==> config.mk <==
export PLATFORM = sky130hd
export DESIGN_NAME = serial_pattern_tx
export DESIGN_NICKNAME = d
export VERILOG_FILES = /design/src/rtl/serial_pattern_tx.sv
export SDC_FILE = /design/constraint.sdc
export NUM_CORES = 1
export LEC_CHECK = 0
export BUFFER_PORTS_ARGS = -buffer_cell sky130_fd_sc_hd__buf_2
export CAP_MARGIN = 25
export CORE_MARGIN = 2
export CORE_UTILIZATION = 47
export CTS_CLUSTER_SIZE = 16
export DETAILED_ROUTE_END_ITERATION = 12
export PLACE_DENSITY = 0.66
export REMOVE_ABC_BUFFERS = 1
export SYNTH_ARGS = -nofsm -noshare
export SYNTH_HDL_FRONTEND = slang
export SYNTH_SLANG_ARGS = --single-unit
==> constraint.sdc <==
create_clock -name clk -period 5.3 [get_ports clk]
set_input_delay 1.325 -clock clk [delete_from_list [all_inputs] [get_ports clk]]
set_output_delay 1.325 -clock clk [all_outputs]
set_load 0.01 [all_outputs]
==> src/rtl/serial_pattern_tx.sv <==
// Serial pattern transmitter: shifts a WIDTH-bit word out MSB-first, repeated
// a programmable number of times with an optional idle gap between copies.
module serial_pattern_tx #(
    parameter int unsigned WIDTH = 4,
    parameter int unsigned GAP   = 0
) (
    input  logic             clk,
    input  logic             reset,
    input  logic             start,
    input  logic [WIDTH-1:0] data,
    input  logic [3:0]       reps,
    output logic             x,
    output logic             last,
    output logic             busy,
    output logic             done
);

    localparam int unsigned     CntW    = $clog2(WIDTH);
    localparam logic [CntW-1:0] BitMax  = CntW'(WIDTH - 1);
    localparam logic [3:0]      GapLoad = 4'(GAP);

    typedef enum logic [1:0] {
        StIdle,
        StSend,
        StGap,
        StDone
    } state_e;

    state_e            state_q, state_d;
    logic [WIDTH-1:0]  held_q, held_d;
    logic [WIDTH-1:0]  shift_q, shift_d;
    logic [CntW-1:0]   bit_q, bit_d;
    logic [3:0]        copy_q, copy_d;
    logic [3:0]        gap_q, gap_d;
    logic              x_d, last_d, busy_d, done_d;

    always_comb begin
        state_d = state_q;
        held_d  = held_q;
        shift_d = shift_q;
        bit_d   = bit_q;
        copy_d  = copy_q;
        gap_d   = gap_q;

        case (state_q)
            StIdle: begin
                if (start && (reps != 4'd0)) begin
                    held_d  = data;
                    shift_d = data;
                    copy_d  = reps;
                    bit_d   = BitMax;
                    state_d = StSend;
                end
            end
            StSend: begin
                shift_d = {shift_q[WIDTH-2:0], 1'b0};
                bit_d   = bit_q - 1'b1;
                if (bit_q == '0) begin
                    if (copy_q > 4'd1) begin
                        copy_d  = copy_q - 4'd1;
                        shift_d = held_q;
                        if (GAP > 0) begin
                            // Bit counter is reloaded when the gap ends.
                            bit_d   = '0;
                            gap_d   = GapLoad;
                            state_d = StGap;
                        end else begin
                            bit_d = BitMax;
                        end
                    end else begin
                        bit_d   = '0;
                        state_d = StDone;
                    end
                end
            end
            StGap: begin
                gap_d = gap_q - 4'd1;
                if (gap_q <= 4'd1) begin
                    bit_d   = BitMax;
                    state_d = StSend;
                end
            end
            StDone: begin
                state_d = StIdle;
            end
            default: begin
                state_d = StIdle;
            end
        endcase
    end

    // Outputs are decoded from next-state values so they can be registered
    // without adding a cycle of latency.
    always_comb begin
        x_d    = (state_d == StSend) && shift_d[WIDTH-1];
        last_d = (state_d == StSend) && (bit_d == '0);
        busy_d = (state_d == StSend) || (state_d == StGap);
        done_d = (state_d == StDone);
    end

    always_ff @(posedge clk or negedge reset) begin
        if (!reset) begin
            state_q <= StIdle;
            held_q  <= '0;
            shift_q <= '0;
            bit_q   <= '0;
            copy_q  <= '0;
            gap_q   <= '0;
            x       <= 1'b0;
            last    <= 1'b0;
            busy    <= 1'b0;
            done    <= 1'b0;
        end else begin
            state_q <= state_d;
            held_q  <= held_d;
            shift_q <= shift_d;
            bit_q   <= bit_d;
            copy_q  <= copy_d;
            gap_q   <= gap_d;
            x       <= x_d;
            last    <= last_d;
            busy    <= busy_d;
            done    <= done_d;
        end
    end

endmodule

==> results.yml, run 1 <==
run_status:
  status: "finished clean"
sta:
  clock_skew_ns: 0.00722
  fin_tns_setup_ns: 0
  slew_headroom_pct: 60.2
  hold_viol: 0
  worst_pin_slew_ns: 0.596
  period_needed_ns: 2.39
  final-setup-viol-count: 0
  slew_violations: 0
  finalCritPeriodShare_pct: 45.0
  max_freq_ghz: 0.419
  rsz0062_at_grt: "false"
place:
  dp_hpwl_microns: 1870
  gp_congestion: 0.794
  io_buffers: 14
  postPlaceCellArea_sq_um: 1390
logic_synthesis:
  synth_top_area_cell: "dfrtp_1"
  yosys_warnings: 0
  synth_edf_count: 0
  synth-main-ff-cell: "dfrtp_1"
  yosysTopAreaCellShare_pct: 46.3
  synth_cells: 130
  async_flop_share_pct: 100
  synth.area.top_cells: "dfrtp_1, nand2_1, ha_1"
  ys_types: 41
  synth.cell_area_sq_um: 1300
  yosysSeqAreaShare_pct: 46.3
  ys_seq_elements: 24
  syn-mean-instance-area_sq_um: 9.98
die:
  io_pins: 15
  die_area_sq_um: 3200
  start_util_pct: 48.3
  core_area_sq_um: 2690
  dieHeight_microns: 56.5
  rows: 19
  die_x_microns: 56.5
global_routing:
  overflow: 0
  grt_pass1_wl_microns: 4400
  grt_max_degree: 25
  first_global_vias: 981
  grt_use_total_pct: 17.7
  antenna_found_initial: 0
drt:
  vias: 991
  wl_per_cell_microns: 14.7
  firstDrtPassIters: 4
  dr.first_iter.drc_count: 49
  drc: 0
  wirelength_microns: 2570
  ant_nets: 0
  vias_per_cell: 5.66
cts:
  cts.repair.resized: 0
  htreeDepth: 1
  clk_latency_ns: 0.31
  hold_buffers: 0
  cts_tree: "yes"
  root_buffer: "clkbuf_4"
  post_cts_buffers: 0
  clk_pin_slew_ns: 0.12
  clock_path_buffers: 2
  clkSinkCount: 24
  numCtsBuffers: 3
finish:
  areaGrowthSynthToFinish_pct: 9.06
  final_area_sq_um: 1420
  fillCellCount: 255
  layout-drive-gt1-share_pct: 18.1
  nNetsFinal: 163
  diodes: 0
hold_path:
  hold_class: "flip-flop to flip-flop"
worst_setup_path:
  cp_max_fo: 5
  path_class: "input pin to flip-flop"
  end_kind: "flip-flop"
  worst_setup_path_start_kind: "input pin"
  critPathRequiredTime_ns: 5.49
  cp.arrival_ns: 2.58
flow_run:
  cap_violations: 0
pwr:
  max-vdd-ir-drop_mv: 0.299
  power_density_nw_per_um2: 597
  p_leak_nw: 0.684
final timing paths:
check | from | to | slack, ns | depth (start not counted)
worst max-delay path | reps[0] | x$_DFF_PN0_ | 2.91 | 6
worst min-delay path | gap_q[3]$_DFFE_PN0P_ | gap_q[3]$_DFFE_PN0P_ | 0.47 | 1
worst max register to register | copy_q[0]$_DFFE_PN0P_ | last$_DFF_PN0_ | 3.36 | 8
worst min register to register | gap_q[3]$_DFFE_PN0P_ | gap_q[3]$_DFFE_PN0P_ | 0.47 | 1
max in group asynchronous | reset | gap_q[3]$_DFFE_PN0P_ | 3.95 | 1
min in group asynchronous | reset | copy_q[3]$_DFFE_PN0P_ | 0.98 | 1
logic make-up (layout without fill, tap and decap cells):
| logic type | Yosys count | after routing | share of synthesized area [%] |
|---|---|---|---|
| adder cells (fa/ha/maj) | 6 | 6 | 5.79 |
| XOR/XNOR | 3 | 3 | 2.03 |
| buffers and inverters | 12 | 26 | 3.66 |
| AO/OA/AOI/OAI | 29 | 29 | 20.4 |
| multiplexers | 4 | 4 | 3.18 |
| flip-flops | 24 | 24 | 46.3 |
| AND/OR/NAND/NOR | 52 | 52 | 18.6 |
synthesized netlist by cell type, types with 3 or more instances:
| library cell | count |
|---|---|
| ha_1 | 6 |
| dfrtp_1 | 24 |
| nand2_1 | 21 |
| mux2i_1 | 3 |
| nor2_1 | 11 |
| a21oi_1 | 5 |
| inv_1 | 8 |
| o21ai_0 | 3 |
| nor3_1 | 4 |
| nor2b_1 | 3 |
cells in the final DEF, fill, tap and decap left out, drive strengths merged:
master / Yosys / routed
o221ai: 2 / 2
nand2: 22 / 22
a211oi: 1 / 1
nor3: 4 / 4
nor4: 2 / 2
xor2: 1 / 1
o311ai: 1 / 1
mux2: 1 / 1
o31ai: 1 / 1
a21o: 1 / 1
o41a: 1 / 1
a32oi: 2 / 2
and3: 2 / 2
xnor2: 2 / 2
nor2b: 3 / 3
o21ai: 3 / 3
mux2i: 3 / 3
a2bb2oi: 1 / 1
nand3: 3 / 3
a22oi: 1 / 1
a31o: 1 / 1
inv: 9 / 9
or2: 1 / 1
nand2b: 2 / 2
ha: 6 / 6
clkbuf: 1 / 3
nor2: 11 / 11
o221a: 2 / 2
a221oi: 2 / 2
dfrtp: 24 / 24
a21oi: 5 / 5
a222oi: 1 / 1
buf: 2 / 14
a21boi: 1 / 1
o22ai: 2 / 2
and2: 2 / 2
o41ai: 1 / 1
layout make-up:
| type | instances | area [sq um] | area share, % |
|---|---|---|---|
| multi-input combinational | 94 | 649 | 45.9 |
| clock buffer | 3 | 22.5 | 1.59 |
| inverter | 9 | 33.8 | 2.39 |
| sequential | 24 | 601 | 42.4 |
| tap | 31 | 38.8 | 2.74 |
| timing repair buffer | 14 | 70.1 | 4.95 |
worst max-delay path, stage by stage:
cell,delay [ns]
buf_2,0.13
o41ai_4,0.45
nand3_1,0.14
and2_1,0.21
ha_1,0.19
a21boi_1,0.13
per-layer routing:
layer / global-route usage (%) / share of wire (%) / up-vias
li1: - / - / 490
met1: 24.3 / 48 / 477
met5: 0 / 0 / -
met2: 28.2 / 47 / 22
met4: 6.12 / 0.70 / 0
met3: 3.00 / 4.2 / 2
power breakdown:
| group | total [mW] | switching [mW] | leakage [nW] | internal (mW) |
|---|---|---|---|---|
| clock network | 0.0791 | 0.0526 | 0.0138 | 0.0266 |
| logic | 0.421 | 0.234 | 0.373 | 0.187 |
| registers | 0.344 | 0.0761 | 0.297 | 0.268 |
| total | 0.845 | 0.363 | 0.684 | 0.482 |
state kept, by name, summed over array words and instances, names as in the netlist, 2 cells and up:
register	count
bit_q	2
state_q	2
shift_q	4
gap_q	4
held_q	4
copy_q	4
metrics by stage:
stage	hold slack, ns	std cells	utilization (%)	power (mW)	setup WS (ns)
after floorplan	0.442	127	-	0.659	2.82
after global placement	0.460	172	51.8	0.762	2.59
after detailed placement	0.458	172	51.8	0.771	2.58
after CTS	0.479	175	52.7	0.852	2.92
after global routing	0.503	175	52.7	0.928	2.84
final	0.474	175	52.7	0.845	2.91
Power figures use the tool's default switching activity.
==> run 2, diff against run 1 <==
Clock period 5.3 ns to 2.2 ns, I/O delays scaled along.
==> results.yml, run 2 (synthesis results as in run 1) <==
run_status:
  status: "finished clean"
drt:
  firstDrtPassIters: 4
  vias_per_cell: 5.61
  vias: 1004
  dr.first_iter.drc_count: 37
  ant_nets: 0
  drc: 0
  wirelength_microns: 2590
  wl_per_cell_microns: 14.5
pwr:
  max-vdd-ir-drop_mv: 0.876
  power_density_nw_per_um2: 1450
  p_leak_nw: 0.706
worst_setup_path:
  end_kind: "flip-flop"
  cp.arrival_ns: 2.20
  worst_setup_path_start_kind: "flip-flop"
  cp_max_fo: 4
  critPathRequiredTime_ns: 2.45
  path_class: "flip-flop to flip-flop"
finish:
  final_core_util_pct: 54.0
  final_cell_mix: "dfrtp_1, nand2_1, buf_2"
  layout_commonest_cell: "dfrtp_1"
  fillCellCount: 248
  diodes: 0
  nNetsFinal: 166
  areaGrowthSynthToFinish_pct: 11.9
  layout-drive-gt1-share_pct: 20.3
  multiInputGateArea_sq_um: 649
  register_area_sq_um: 601
sta:
  clock_skew_ns: 0.00233
  slew_violations: 0
  rsz0062_at_grt: "false"
  final-setup-viol-count: 0
  worst_pin_slew_ns: 0.546
  hold_viol: 0
  period_needed_ns: 1.95
  finalCritPeriodShare_pct: 88.5
  slew_headroom_pct: 63.6
  max_freq_ghz: 0.513
  fin_tns_setup_ns: 0
die:
  die_area_sq_um: 3200
  core_area_sq_um: 2690
  die_x_microns: 56.5
  io_pins: 15
  dieHeight_microns: 56.5
  rows: 19
  start_util_pct: 48.3
global_routing:
  antenna_found_initial: 0
  use_met2_pct: 29.6
  overflow: 0
  grt_use_total_pct: 18.3
  first_global_vias: 1011
  met3_usage_pct: 2.53
  grt_pass1_wl_microns: 4560
  grt-busiest-layer: "met2"
  use_met1_pct: 23.9
  grt_max_degree: 25
hold_path:
  hold_class: "input pin to async pin"
cts:
  clk_pin_slew_ns: 0.13
  clock_path_buffers: 2
  root_buffer: "clkbuf_4"
  hold_buffers: 0
  numCtsBuffers: 3
  clk_latency_ns: 0.32
  htreeDepth: 1
  cts_tree: "yes"
  post_cts_buffers: 0
  clkSinkCount: 24
  cts.repair.resized: 0
place:
  dp_hpwl_microns: 1900
  io_buffers: 14
  gp_congestion: 0.782
flow_run:
  cap_violations: 0
[run 2: cell types whose count changed in the layout (fill, tap and decap cells not counted)]
cell and change:
buf_4 +3, clkbuf_8 +1
[run 2: final timing paths]
kind / from / to / slack (ns) / cells after the start
setup reg to reg: copy_q[0]$_DFFE_PN0P_ / last$_DFF_PN0_ / 0.25 / 8
hold / removal: reset / held_q[0]$_DFFE_PN0P_ / 0.19 / 1
min in group clk: data[2] / held_q[2]$_DFFE_PN0P_ / 0.42 / 3
max in group asynchronous: reset / copy_q[0]$_DFFE_PN0P_ / 1.65 / 1
setup / recovery: copy_q[0]$_DFFE_PN0P_ / last$_DFF_PN0_ / 0.25 / 8
hold reg to reg: gap_q[3]$_DFFE_PN0P_ / gap_q[3]$_DFFE_PN0P_ / 0.49 / 1
[run 2: area by class of cell]
type | count | share of cell area, %
inverter | 9 | 2.33
timing repair buffer | 17 | 6.38
clock buffer | 4 | 2.50
multi-input combinational | 94 | 44.7
tap | 31 | 2.67
sequential | 24 | 41.4
[run 2: report_power, final]
| group | switching, mW | internal, mW |
|---|---|---|
| registers | 0.185 | 0.647 |
| clock network | 0.137 | 0.101 |
| logic | 0.558 | 0.470 |
| total | 0.881 | 1.22 |
[run 2: worst max-delay path: stages, from the launching register on]
cell and delay [ns]:
dfrtp_1 0.43, inv_1 0.08, ha_1 0.23, nor2_1 0.32
nor3_1 0.09, a32oi_1 0.29, ha_1 0.21, inv_1 0.05
a211oi_2 0.19
[run 2: metal layers]
metal	share of wire (%)	vias up
met5	0	-
met4	2.0	0
met3	3.8	5
met2	47	18
met1	47	478
li1	-	503
[run 2: through the flow]
stage / cell area [sq um] / cells / setup slack [ns] / hold WS, ns / power (mW)
after floorplan: 1280 / 127 / 0.500 / 0.254 / 1.59
after global placement: 1420 / 175 / 0.255 / 0.460 / 1.85
after detailed placement: 1420 / 175 / 0.239 / 0.470 / 1.88
after CTS: 1450 / 179 / 0.240 / 0.205 / 2.12
after global routing: 1450 / 179 / 0.0788 / 0.233 / 2.30
final: 1450 / 179 / 0.252 / 0.186 / 2.10
==> run 3, diff against run 2 <==
Settings changed: CELL_PAD_IN_SITES_DETAIL_PLACEMENT set to 1, CELL_PAD_IN_SITES_GLOBAL_PLACEMENT set to 2, CORE_UTILIZATION 47 to 36, PLACE_DENSITY 0.66 to not set, PLACE_DENSITY_LB_ADDON set to 0.1.
==> results.yml, run 3 (synthesis results as in run 1) <==
global_routing:
  use_met2_pct: 26.7
  antenna_found_initial: 0
  grt_pass1_wl_microns: 5350
  grt_use_total_pct: 16.6
  met3_usage_pct: 4.93
  first_global_vias: 1077
  use_met1_pct: 22.5
  grt-busiest-layer: "met2"
  overflow: 0
  grt_max_degree: 25
cts:
  cts.repair.resized: 0
  clk_pin_slew_ns: 0.14
  clkSinkCount: 24
  cts_tree: "yes"
  htreeDepth: 1
  root_buffer: "clkbuf_4"
  hold_buffers: 0
  numCtsBuffers: 3
  clk_latency_ns: 0.32
  clock_path_buffers: 2
  post_cts_buffers: 0
sta:
  rsz0062_at_grt: "false"
  slew_headroom_pct: 63.7
  whs_ns: 0.188
  clock_skew_ns: 0.00115
  slew_violations: 0
  max_freq_ghz: 0.525
  worst_pin_slew_ns: 0.545
  fin_tns_setup_ns: 0
  final-setup-viol-count: 0
  hold_viol: 0
  period_needed_ns: 1.90
  finalCritPeriodShare_pct: 86.6
worst_setup_path:
  cpMaxStageDelayCell: "dfrtp_1"
  critPathRequiredTime_ns: 2.46
  cp.arrival_ns: 2.16
  end_kind: "flip-flop"
  cpPeakStageDelay_ns: 0.44
  cp_max_fo: 5
  worst_setup_path_start_kind: "flip-flop"
  worstPathCellList: "inv_1, ha_1, nor2_1, buf_4, o31ai_4, mux2_2, a21boi_1"
  crit_start: "copy_q[0]$_DFFE_PN0P_"
  r2r_start: "copy_q[0]$_DFFE_PN0P_"
  path_class: "flip-flop to flip-flop"
finish:
  layout-drive-gt1-share_pct: 20.8
  diodes: 0
  final_cell_mix: "dfrtp_1, nand2_1, buf_2"
  register_area_sq_um: 601
  fillCellCount: 389
  multiInputGateArea_sq_um: 649
  layout_commonest_cell: "dfrtp_1"
  nNetsFinal: 167
  areaGrowthSynthToFinish_pct: 15.1
run_status:
  status: "finished clean"
place:
  gp_congestion: 0.715
  io_buffers: 14
  dp_hpwl_microns: 2290
pwr:
  max-vdd-ir-drop_mv: 0.561
  p_leak_nw: 0.717
  power_density_nw_per_um2: 1500
  power_mw: 2.24
drt:
  vias: 1025
  dr.first_iter.drc_count: 31
  drc: 0
  wirelength_microns: 3030
  vias_per_cell: 5.26
  wl_per_cell_microns: 15.5
  firstDrtPassIters: 4
  ant_nets: 0
hold_path:
  hold_class: "input pin to async pin"
flow_run:
  cap_violations: 0
die:
  io_pins: 15
  dieHeight_microns: 64.0
  rows: 21
  start_util_pct: 38.3
  core_area_sq_um: 3390
  die_area_sq_um: 4100
  die_x_microns: 64.0
## run 3: cell types whose count changed in the layout (fill, tap and decap cells not counted), sizes merged
cell    delta
buf        +1
bufinv     +1
clkbuf     -1
## run 3: area by class of cell
type / instances / area share (%)
Tap cell: 46 / 3.85
Multi-Input combinational cell: 94 / 43.5
Clock buffer: 3 / 1.51
Timing Repair Buffer: 18 / 6.70
Inverter: 9 / 2.26
Clock inverter: 1 / 2.01
Sequential cell: 24 / 40.2
## run 3: path summary, 6_finish.rpt
kind                       slack, ns                     to  cells past startpoint
max                             0.30            x$_DFF_PN0_                      7
min                             0.19  held_q[1]$_DFFE_PN0P_                      1
max reg2reg                     0.30            x$_DFF_PN0_                      7
min reg2reg                     0.48   gap_q[3]$_DFFE_PN0P_                      1
max in group asynchronous       1.66         last$_DFF_PN0_                      1
min in group clk                0.43  held_q[0]$_DFFE_PN0P_                      3
## run 3: metrics by stage
step	std cells	utilization (%)	worst slack, ns	area, sq um
floorplan	127	-	0.500	1280
global placement	191	42.5	0.237	1440
detailed placement	191	42.5	0.198	1440
CTS	195	44.1	0.280	1490
global route	195	44.1	0.124	1490
finish	195	44.1	0.295	1490
## run 3: layer usage
layer | wire, microns | vias to the layer above
li1 | - | 498
met1 | 1450 | 508
met2 | 1430 | 17
met3 | 139 | 2
met4 | 17 | 0
met5 | 0 | -
## run 3: worst max-delay path, delay by kind of cell, from the launching register on
family / cells / cell delay (ns)
AND/OR/NAND/NOR: 1 / 0.08
adder cells (fa/ha/maj): 1 / 0.21
buffers and inverters: 2 / 0.25
AO/OA/AOI/OAI: 2 / 0.47
flip-flops: 1 / 0.44
multiplexers: 1 / 0.40
## run 3: power by group
part | total, mW | switching (mW) | internal [mW]
logic | 1.08 | 0.590 | 0.490
registers | 0.836 | 0.190 | 0.647
clock network | 0.325 | 0.141 | 0.184
